[src/rtl/token_sink.sv]
// Ready/valid token sink: counts accepted tokens, tracks last payload and a 16-bit checksum,
// with optional LFSR backpressure. Define TOKEN_SINK_SEQ_CHECK_EN to compile in the sequence checker.
module token_sink #(
  parameter int unsigned DATA_W    = 8,
  parameter int unsigned EXPECT_N  = 16,
  parameter logic [7:0]  LFSR_SEED = 8'hA5
) (
  input  logic              clk,
  input  logic              reset,
  input  logic [DATA_W:0]   sink_d,
  output logic              sink_r,
  input  logic              throttle_en,
  output logic              done,
  output logic [15:0]       count,
  output logic [DATA_W-1:0] last_data,
  output logic [15:0]       checksum,
  output logic              err
);

  typedef enum logic [1:0] {
    IDLE = 2'd0,
    RUN  = 2'd1,
    DONE = 2'd2
  } state_e;

  state_e              state_q, state_d;
  logic [7:0]          lfsr_q, lfsr_d;
  logic [15:0]         count_q, count_d;
  logic [DATA_W-1:0]   last_q, last_d;
  logic [15:0]         csum_q, csum_d;
  logic                xfer;
  logic                lfsr_fb;

  // Fibonacci taps 8,6,5,4 (bit indices 7,5,4,3), shifting toward the MSB.
  assign lfsr_fb = lfsr_q[7] ^ lfsr_q[5] ^ lfsr_q[4] ^ lfsr_q[3];

  always_comb begin
    sink_r  = 1'b0;
    xfer    = 1'b0;
    state_d = state_q;
    lfsr_d  = lfsr_q;
    count_d = count_q;
    last_d  = last_q;
    csum_d  = csum_q;
    case (state_q)
      IDLE: state_d = RUN;
      RUN: begin
        sink_r = throttle_en ? lfsr_q[0] : 1'b1;
        lfsr_d = {lfsr_q[6:0], lfsr_fb};
        xfer   = sink_d[DATA_W] & sink_r;
        if (xfer) begin
          count_d = count_q + 16'd1;
          last_d  = sink_d[DATA_W-1:0];
          csum_d  = csum_q + 16'(sink_d[DATA_W-1:0]);
          if (count_q == 16'(EXPECT_N - 1)) state_d = DONE;
        end
      end
      DONE: state_d = DONE;
      default: state_d = IDLE;
    endcase
  end

  always_ff @(posedge clk) begin
    if (reset) begin
      state_q <= IDLE;
      lfsr_q  <= LFSR_SEED;
      count_q <= '0;
      last_q  <= '0;
      csum_q  <= '0;
    end else begin
      state_q <= state_d;
      lfsr_q  <= lfsr_d;
      count_q <= count_d;
      last_q  <= last_d;
      csum_q  <= csum_d;
    end
  end

  assign done      = (state_q == DONE);
  assign count     = count_q;
  assign last_data = last_q;
  assign checksum  = csum_q;

`ifdef TOKEN_SINK_SEQ_CHECK_EN
  logic [DATA_W-1:0] exp_q, exp_d;
  logic              err_q, err_d;

  always_comb begin
    exp_d = exp_q;
    err_d = err_q;
    if (xfer) begin
      exp_d = exp_q + DATA_W'(1);
      if (sink_d[DATA_W-1:0] != exp_q) err_d = 1'b1;
    end
  end

  always_ff @(posedge clk) begin
    if (reset) begin
      exp_q <= '0;
      err_q <= 1'b0;
    end else begin
      exp_q <= exp_d;
      err_q <= err_d;
    end
  end

  assign err = err_q;
`else
  assign err = 1'b0;
`endif

endmodule

[config.mk]
export PLATFORM = sky130hd
export DESIGN_NAME = token_sink
export DESIGN_NICKNAME = d
export VERILOG_FILES = /design/src/rtl/token_sink.sv
export SDC_FILE = /design/constraint.sdc
export NUM_CORES = 1
export LEC_CHECK = 0
export CAP_MARGIN = 10
export CELL_PAD_IN_SITES_DETAIL_PLACEMENT = 0
export CELL_PAD_IN_SITES_GLOBAL_PLACEMENT = 2
export CORE_MARGIN = 2
export CORE_UTILIZATION = 29
export DETAILED_ROUTE_END_ITERATION = 10
export PLACE_DENSITY_LB_ADDON = 0.1
export SYNTH_ARGS = -nofsm -noshare
export SYNTH_HDL_FRONTEND = slang
export SYNTH_SLANG_ARGS = --single-unit
[constraint.sdc]
create_clock -name clk -period 2.5 [get_ports clk]
set_clock_uncertainty 0.2 [all_clocks]
set_input_delay 0.25 -clock clk [delete_from_list [all_inputs] [get_ports clk]]
set_output_delay 0.25 -clock clk [all_outputs]
set_load 0.05 [all_outputs]
After elaboration in Yosys (flattened, before gate mapping)
Index checks and enable logic that the tools add are counted.
Widths: inputs -> output; s select.

storage, ports and cells
  bits in latches = 0
  memories kept = 0
  bits in writable memories = 0
  memory bits (read-only) = 0
  flip-flop bits (word level) = 50
  word-level logic and storage cells = 24

cells by class
  eq/ne operators = 5
  bitwise gates (word level) = 4
  $add $sub $neg = 2
  $lt $le $gt $ge = 0
  divide/modulo/power cells = 0
  reduce and logical (&&, ||, !) cells = 3
  multiplexer cells = 5
  multiply operators = 0
  shifts and indexed selects = 0

operators by type and width
  kind                   count
  $add 16x1->16 const B  1
  $add 16x8->16          1
  $eq 16x4->1 const B    1
  $pmux 2 s3             1
  $mux 2                 2
  $ne 2x2->1 const B     2
  $reduce_and 2->1       2
  $xor 1x1->1            3
  $eq 2x1->1 const B     1
  $eq 2x2->1 const B     1
  $logic_not 2->1        1
  $mux 1                 2
  $and 1x1->1            1

Depth between registers and ports, before layout
Gate-level depths: netlist (run 1).

  depth after elaboration = 4
  mapped depth = 9

Least setup slack after synthesis (run 1)
No wires, ideal clock.

  kind = flip-flop to flip-flop
  from = register csum_q[0], in the netlist checksum[0]
  to = register csum_q[10], in the netlist checksum[10]
  slack = 0.023 ns
  cell stages (with the launch flop) = 8
  clock period less this slack = 2.477 ns
  data arrival time = 2.207 ns
  buffers on the path = 0
  path through = dfxtp_1 > ha_1 > fa_1 > a211oi_1 > o21ai_2 > a31oi_2 > or4_1 > a21oi_1

between the ends
  longest elaborated chain between the ends = 1

ends and longest elaborated chain
  element                   line  RTL
  start: declaration        30    logic [15:0] csum_q, csum_d;
  start signal: assignment  75    csum_q <= csum_d;
  $add 16x8->16             54    csum_d = csum_q + 16'(sink_d[DATA_W-1:0]);

Every way passes these cells.
A chain may end at the register's enable or synchronous reset.

Worst setup path after layout (run 1)
  from = input sink_d[0]
  to = register csum_q[8], in the netlist checksum[8]

between the ends
  longest elaborated chain between the ends = 1

ends and longest elaborated chain
  element             line  RTL
  start: declaration  10    input logic [DATA_W:0] sink_d,
  $add 16x8->16       54

Every way passes these cells.

==> results of run 1 <==
cells in the mapped netlist (2+ instances only):
cell type and count:
nor2_1 30, and2_1 2, and3_1 2, nor2b_1 4, or3_1 3, a211o_1 3
a211oi_1 3, nand3_1 11, nor3_1 2, nand4_1 6, xnor2_1 9, buf_4 4
nand2_1 41, mux2i_1 6, and4_1 2, inv_1 5, ha_1 12, nor4_1 3
xor2_1 17, o21ai_0 6, a21oi_1 27, or4_1 2, clkbuf_1 8, o211ai_1 7
dfxtp_1 50, a21o_1 2
routing by layer:
| layer | vias to the layer above | wire, µm | track usage |
|---|---|---|---|
| met5 | - | 0 | 0 |
| met4 | 0 | 75 | 0.0393 |
| met3 | 7 | 289 | 0.0340 |
| met2 | 37 | 2700 | 0.221 |
| met1 | 962 | 2830 | 0.182 |
| li1 | 1099 | - | - |
cell families (layout without fill, tap and decap cells):
kind of cell / Yosys count / count (layout) / share of synthesized area
XOR/XNOR: 26 / 26 / 0.0941
AND/OR/NAND/NOR: 115 / 115 / 0.224
flip-flops: 50 / 50 / 0.413
other: 1 / 1 / 0.00155
adder cells (fa/ha/maj): 13 / 13 / 0.0703
multiplexers: 6 / 6 / 0.0248
buffers and inverters: 18 / 82 / 0.0346
AO/OA/AOI/OAI: 54 / 54 / 0.137
report_power, final:
group | internal (mW) | leakage, nW | total, mW | switching, mW
sequential | 0.903 | 0.406 | 0.981 | 0.0779
clock | 0.295 | 0.0579 | 0.567 | 0.272
combinational | 0.398 | 0.756 | 0.987 | 0.589
total | 1.60 | 1.22 | 2.54 | 0.939
cells in the final DEF (no fill, tap or decap), drive strengths merged, types with 2 or more instances in the layout:
cell / netlist / final
a21o: 3 / 3
nand4: 6 / 6
and3: 2 / 2
xnor2: 9 / 9
buf: 5 / 18
mux2i: 6 / 6
nand3: 11 / 11
and2: 2 / 2
nor2b: 4 / 4
a31oi: 2 / 2
ha: 12 / 12
nor3: 2 / 2
clkdlybuf4s50: 0 / 51
nand2: 41 / 41
o211ai: 7 / 7
xor2: 17 / 17
a211oi: 3 / 3
or4: 2 / 2
dfxtp: 50 / 50
nor2: 30 / 30
clkbuf: 8 / 5
and4: 2 / 2
o21ai: 7 / 7
nor4: 3 / 3
or3: 4 / 4
clkinv: 0 / 2
a211o: 3 / 3
inv: 5 / 5
a21oi: 27 / 27
registers in the layout (all words and copies together) (netlist names):
signal	flops
checksum	16
count	16
last_data	8
lfsr_q	8
state_q	2
critical path: stages:
cell	delay [ns]
clkdlybuf4s50_1	0.43
ha_1	0.24
fa_1	0.40
a211oi_1	0.27
o21ai_2	0.13
a31oi_2	0.30
or3_2	0.17
a21oi_1	0.05
cell type report:
cell class | instances | share of cell area
clock buffer | 5 | 0.0212
clock inverter | 3 | 0.0124
inverter | 5 | 0.00579
timing repair buffer | 69 | 0.199
sequential | 50 | 0.309
multi-input combinational | 215 | 0.413
tap | 105 | 0.0406
stage by stage:
stage	total power, mW	utilization	hold slack, ns	instances	instance area (µm²)
finish	2.54	0.398	0.256	452	3240
global route	2.72	0.398	0.288	452	3240
CTS	2.59	0.398	0.262	452	3240
detailed placement	2.00	0.385	0.248	444	3130
global placement	1.99	0.385	0.241	444	3130
floorplan	1.70	-	0.186	283	2420
worst max-delay path by stage:
stage | start | endpoint | slack, ns
after floorplan | checksum[0]$_SDFFE_PP0P_ | checksum[10]$_SDFFE_PP0P_ | 0.02
after global placement | sink_d[0] | checksum[8]$_SDFFE_PP0P_ | -0.13
after detailed placement | sink_d[0] | checksum[8]$_SDFFE_PP0P_ | -0.15
after CTS | sink_d[0] | checksum[8]$_SDFFE_PP0P_ | 0.19
after global routing | sink_d[0] | checksum[10]$_SDFFE_PP0P_ | 0.09
final | sink_d[0] | checksum[8]$_SDFFE_PP0P_ | 0.21
==> results.py, run 1 <==
metrics = {
    "timing": {
        "rsz0062_at_grt": "false",
        "relSlewSlack": 0.437,
        "tns_ns": 0,
        "hold_viol": 0,
        "setup_viol": 0,
        "layout_setup_ws_ns": 0.211,
        "timing.fmax_mhz": 437,
        "fin_crit_sh": 0.916,
        "drv_slew": 0,
        "tightest_slew_ns": 0.844,
        "period_minus_slack_ns": 2.29,
    },
    "pwr": {
        "p_per_area_nw_per_um2": 783,
        "power.leakage_nw": 1.22,
        "vdd_ir_drop_max_v": 0.000417,
    },
    "min_path": {
        "hold_depth": 2,
        "hold_path_class": "reg -> reg",
        "min_to": "last_data[0]$_SDFFE_PP0P_",
        "worstHoldStart": "last_data[0]$_SDFFE_PP0P_",
    },
    "clocking": {
        "cts.repair.resized": 0,
        "cts-root-buf": "clkbuf_8",
        "cts_max_level": 2,
        "clkLatencyLatePin_ns": 0.31,
        "tritoncts": "built",
        "path_clk_slew_ns": 0.09,
        "cts_max_path_buffers": 2,
        "cts_made_buffers": 5,
        "clock_sinks": 50,
        "post-cts-setup-buffers": 0,
        "postCtsHoldBufs": 0,
    },
    "logic_synthesis": {
        "syn_inst": 283,
        "ys_ff_latch": 50,
        "synthesis.area_um2": 2420,
        "synth_fp_nets": 308,
        "synth.area.top_cells": "dfxtp_1 41%, nand2_1 6.4%, ha_1 6.2%",
        "ys_seq_area_frac": 0.413,
        "ys_types": 42,
        "ys.flop_type": "dfxtp_1",
        "synth-edff-count": 0,
        "synth_area_per_cell_um2": 8.56,
        "yosys.area.top_type": "dfxtp_1",
        "async_reset_ff_frac": 0,
        "yosys_warnings": 0,
        "synth_top_area_share": 0.413,
    },
    "final_layout": {
        "seq_area_um2": 1000,
        "multi_input_area_um2": 1340,
        "layout.nets": 371,
        "antenna_cells": 0,
        "fillers": 844,
        "drive_above_1_share": 0.0893,
        "area_growth_pct": 33.8,
    },
    "worst_setup_path": {
        "endpoint_kind": "register",
        "worstPathMaxFanout": 6,
        "startpoint_type": "primary input",
        "ff2ff_setup_slack_ns": 0.28,
        "cp.required_ns": 2.46,
        "arrival_ns": 2.25,
        "r2r-start": "checksum[0]$_SDFFE_PP0P_",
        "worstRegToRegCells": 7,
        "r2r-end": "checksum[8]$_SDFFE_PP0P_",
        "path_class": "in -> reg",
    },
    "drt": {
        "drt_first_pass_iters": 4,
        "ant_nets": 0,
        "drc": 0,
        "drt_iter0_drc": 33,
        "drt_wl_total_um": 5890,
        "via_count": 2105,
        "avgViaCountPerCell": 4.66,
        "wire_per_inst_um": 13.0,
    },
    "status": {
        "status": "finished clean",
    },
    "global_routing": {
        "grt_pass1_vias": 1993,
        "grt-ovfl-total": 0,
        "grt_max_degree": 46,
        "track_usage": 0.137,
        "antenna_found_initial": 0,
        "grt_pass1_wl_um": 9720,
    },
    "floorplanning": {
        "core-area_um2": 8130,
        "die_h_um": 95.4,
        "rows": 33,
        "die_w_um": 95.4,
        "io_pins": 55,
        "initial_core_util": 0.298,
        "die-area_um2": 9100,
    },
    "placement": {
        "hpwl_um": 4310,
        "gp_congestion": 0.683,
        "portBuffers": 53,
        "dp_slack_ns": -0.148,
    },
    "run": {
        "drv_cap": 0,
    },
}
Power figures use the tool's default switching activity.
==> inputs of run 2 (changes only) <==
- CORE_UTILIZATION: 29 -> 31
- clock period: 2.5 -> 2.66 ns (I/O delays scaled with it)
==> run 2 against run 1 <==
  * Utilization up 2.5 points
  * Sequential share of layout area did not move
  * Clock-buffer cell count increased by 1
  * Critical path type unchanged
  * Highest routed layer unchanged
==> results.py, run 2 (synthesis gave the netlist of run 1 again) <==
metrics = {
    "global_routing": {
        "grt_pass1_wl_um": 9380,
        "grt_max_degree": 47,
        "antenna_found_initial": 0,
        "grt-ovfl-total": 0,
        "grt_pass1_vias": 1992,
        "track_usage": 0.136,
    },
    "drt": {
        "drt_iter0_drc": 71,
        "drc": 0,
        "avgViaCountPerCell": 4.67,
        "drt_wl_total_um": 5610,
        "drt_first_pass_iters": 4,
        "ant_nets": 0,
        "via_count": 2077,
        "wire_per_inst_um": 12.6,
    },
    "final_layout": {
        "instances_no_fill": 445,
        "antenna_cells": 0,
        "layout.nets": 367,
        "area_growth_pct": 33.8,
        "layout_commonest_cell": "clkdlybuf4s50_1",
        "fillers": 803,
        "utilization": 0.424,
        "drive_above_1_share": 0.0787,
        "layout_common_cells": "51 x clkdlybuf4s50_1, 50 x dfxtp_1, 41 x nand2_1",
    },
    "min_path": {
        "worstHoldStart": "last_data[5]$_SDFFE_PP0P_",
        "hold_path_class": "reg -> reg",
    },
    "timing": {
        "tns_ns": 0,
        "fin_crit_sh": 0.878,
        "rsz0062_at_grt": "false",
        "layout_setup_ws_ns": 0.326,
        "period_minus_slack_ns": 2.33,
        "relSlewSlack": 0.374,
        "hold_viol": 0,
        "drv_slew": 0,
        "setup_viol": 0,
        "timing.fmax_mhz": 428,
        "tightest_slew_ns": 0.932,
    },
    "pwr": {
        "clock_power_share": 0.263,
        "switchingPower_uw": 873,
        "p_sw_frac": 0.352,
        "seq_power_share": 0.371,
        "p_int_mw": 1.61,
        "power.leakage_nw": 1.21,
        "p_comb_frac": 0.366,
        "p_per_area_nw_per_um2": 766,
        "vdd_ir_drop_max_v": 0.000313,
        "total_power_mw": 2.48,
    },
    "worst_setup_path": {
        "path_buf_inv": 1,
        "path_class": "in -> reg",
        "endpoint_kind": "register",
        "cp_cell_sequence": "clkdlybuf4s50_1 > ha_1 > fa_1 > a211oi_1 > o21ai_2 > a31oi_2 > or4_1 > a21oi_1",
        "worstPathMaxFanout": 6,
        "cp.required_ns": 2.61,
        "arrival_ns": 2.28,
        "startpoint_type": "primary input",
        "cp_slowest_cell": "clkdlybuf4s50_1",
        "max_stage_delay_ns": 0.43,
        "r2r-start": "checksum[0]$_SDFFE_PP0P_",
        "cp_top_family": "compound AO/OA/AOI/OAI gates",
        "worstSetupStartpoint": "sink_d[0]",
    },
    "clocking": {
        "clkLatencyLatePin_ns": 0.30,
        "cts.repair.resized": 0,
        "clock_sinks": 50,
        "cts_max_path_buffers": 2,
        "path_clk_slew_ns": 0.09,
        "postCtsHoldBufs": 0,
        "cts_max_level": 2,
        "post-cts-setup-buffers": 0,
        "cts_made_buffers": 5,
        "tritoncts": "built",
        "cts-root-buf": "clkbuf_8",
    },
    "placement": {
        "placedCellCount": 437,
        "dp_slack_ns": 0.00546,
        "gp_congestion": 0.712,
        "hpwl_um": 4070,
        "portBuffers": 53,
    },
    "status": {
        "status": "finished clean",
    },
    "floorplanning": {
        "initial_core_util": 0.317,
        "core-area_um2": 7650,
        "rows": 32,
        "die_h_um": 92.4,
        "io_pins": 55,
        "die-area_um2": 8530,
        "die_w_um": 92.4,
    },
    "run": {
        "drv_cap": 0,
    },
}
run 2: layer usage:
layer  global-route usage  routed length (µm)  share of wire  vias to the layer above
met2                0.218                2570           0.46                       37
met3               0.0317                 228          0.041                        5
met5                    0                   0              0                        -
li1                     -                   -              -                     1090
met1                0.182                2770           0.49                      945
met4               0.0373                  49         0.0087                        0
run 2: path summary, 6_finish.rpt:
kind / end / slack (ns) / cells after the start
worst max-delay path: checksum[10]$_SDFFE_PP0P_ / 0.33 / 8
worst min-delay path: last_data[5]$_SDFFE_PP0P_ / 0.26 / 2
worst max register to register: checksum[10]$_SDFFE_PP0P_ / 0.41 / 7
worst min register to register: last_data[5]$_SDFFE_PP0P_ / 0.26 / 2
run 2: final cells by class:
| class | instances | area [µm²] | share of cell area |
|---|---|---|---|
| clock buffer | 6 | 82.6 | 0.0255 |
| multi-input combinational | 215 | 1340 | 0.413 |
| inverter | 5 | 18.8 | 0.00579 |
| timing repair buffer | 65 | 613 | 0.189 |
| clock inverter | 2 | 60.1 | 0.0185 |
| tap | 102 | 128 | 0.0394 |
| sequential | 50 | 1000 | 0.309 |
run 2: metrics by stage:
step                      hold WS [ns]  cell area [µm²]
final                            0.259             3240
after global routing             0.282             3240
after CTS                        0.264             3240
after detailed placement         0.249             3100
after global placement           0.243             3100
after floorplan                  0.202             2420
run 2: power groups by stage:
stage                     Sequential, mW  Combinational [mW]  Clock, mW
after floorplan                     1.07               0.525          0
after global placement             0.942               0.916          0
after detailed placement           0.940               0.916          0
after CTS                          0.923               0.923      0.680
after global routing               0.934                1.00      0.709
final                              0.921               0.908      0.654
run 2: worst reg2reg max path, cell delays in order, from the launching register on:
cell	delay [ns]
dfxtp_1	0.34
ha_1	0.21
fa_1	0.40
a211oi_1	0.28
o21ai_2	0.14
a31oi_2	0.30
or4_1	0.17
a21oi_1	0.06
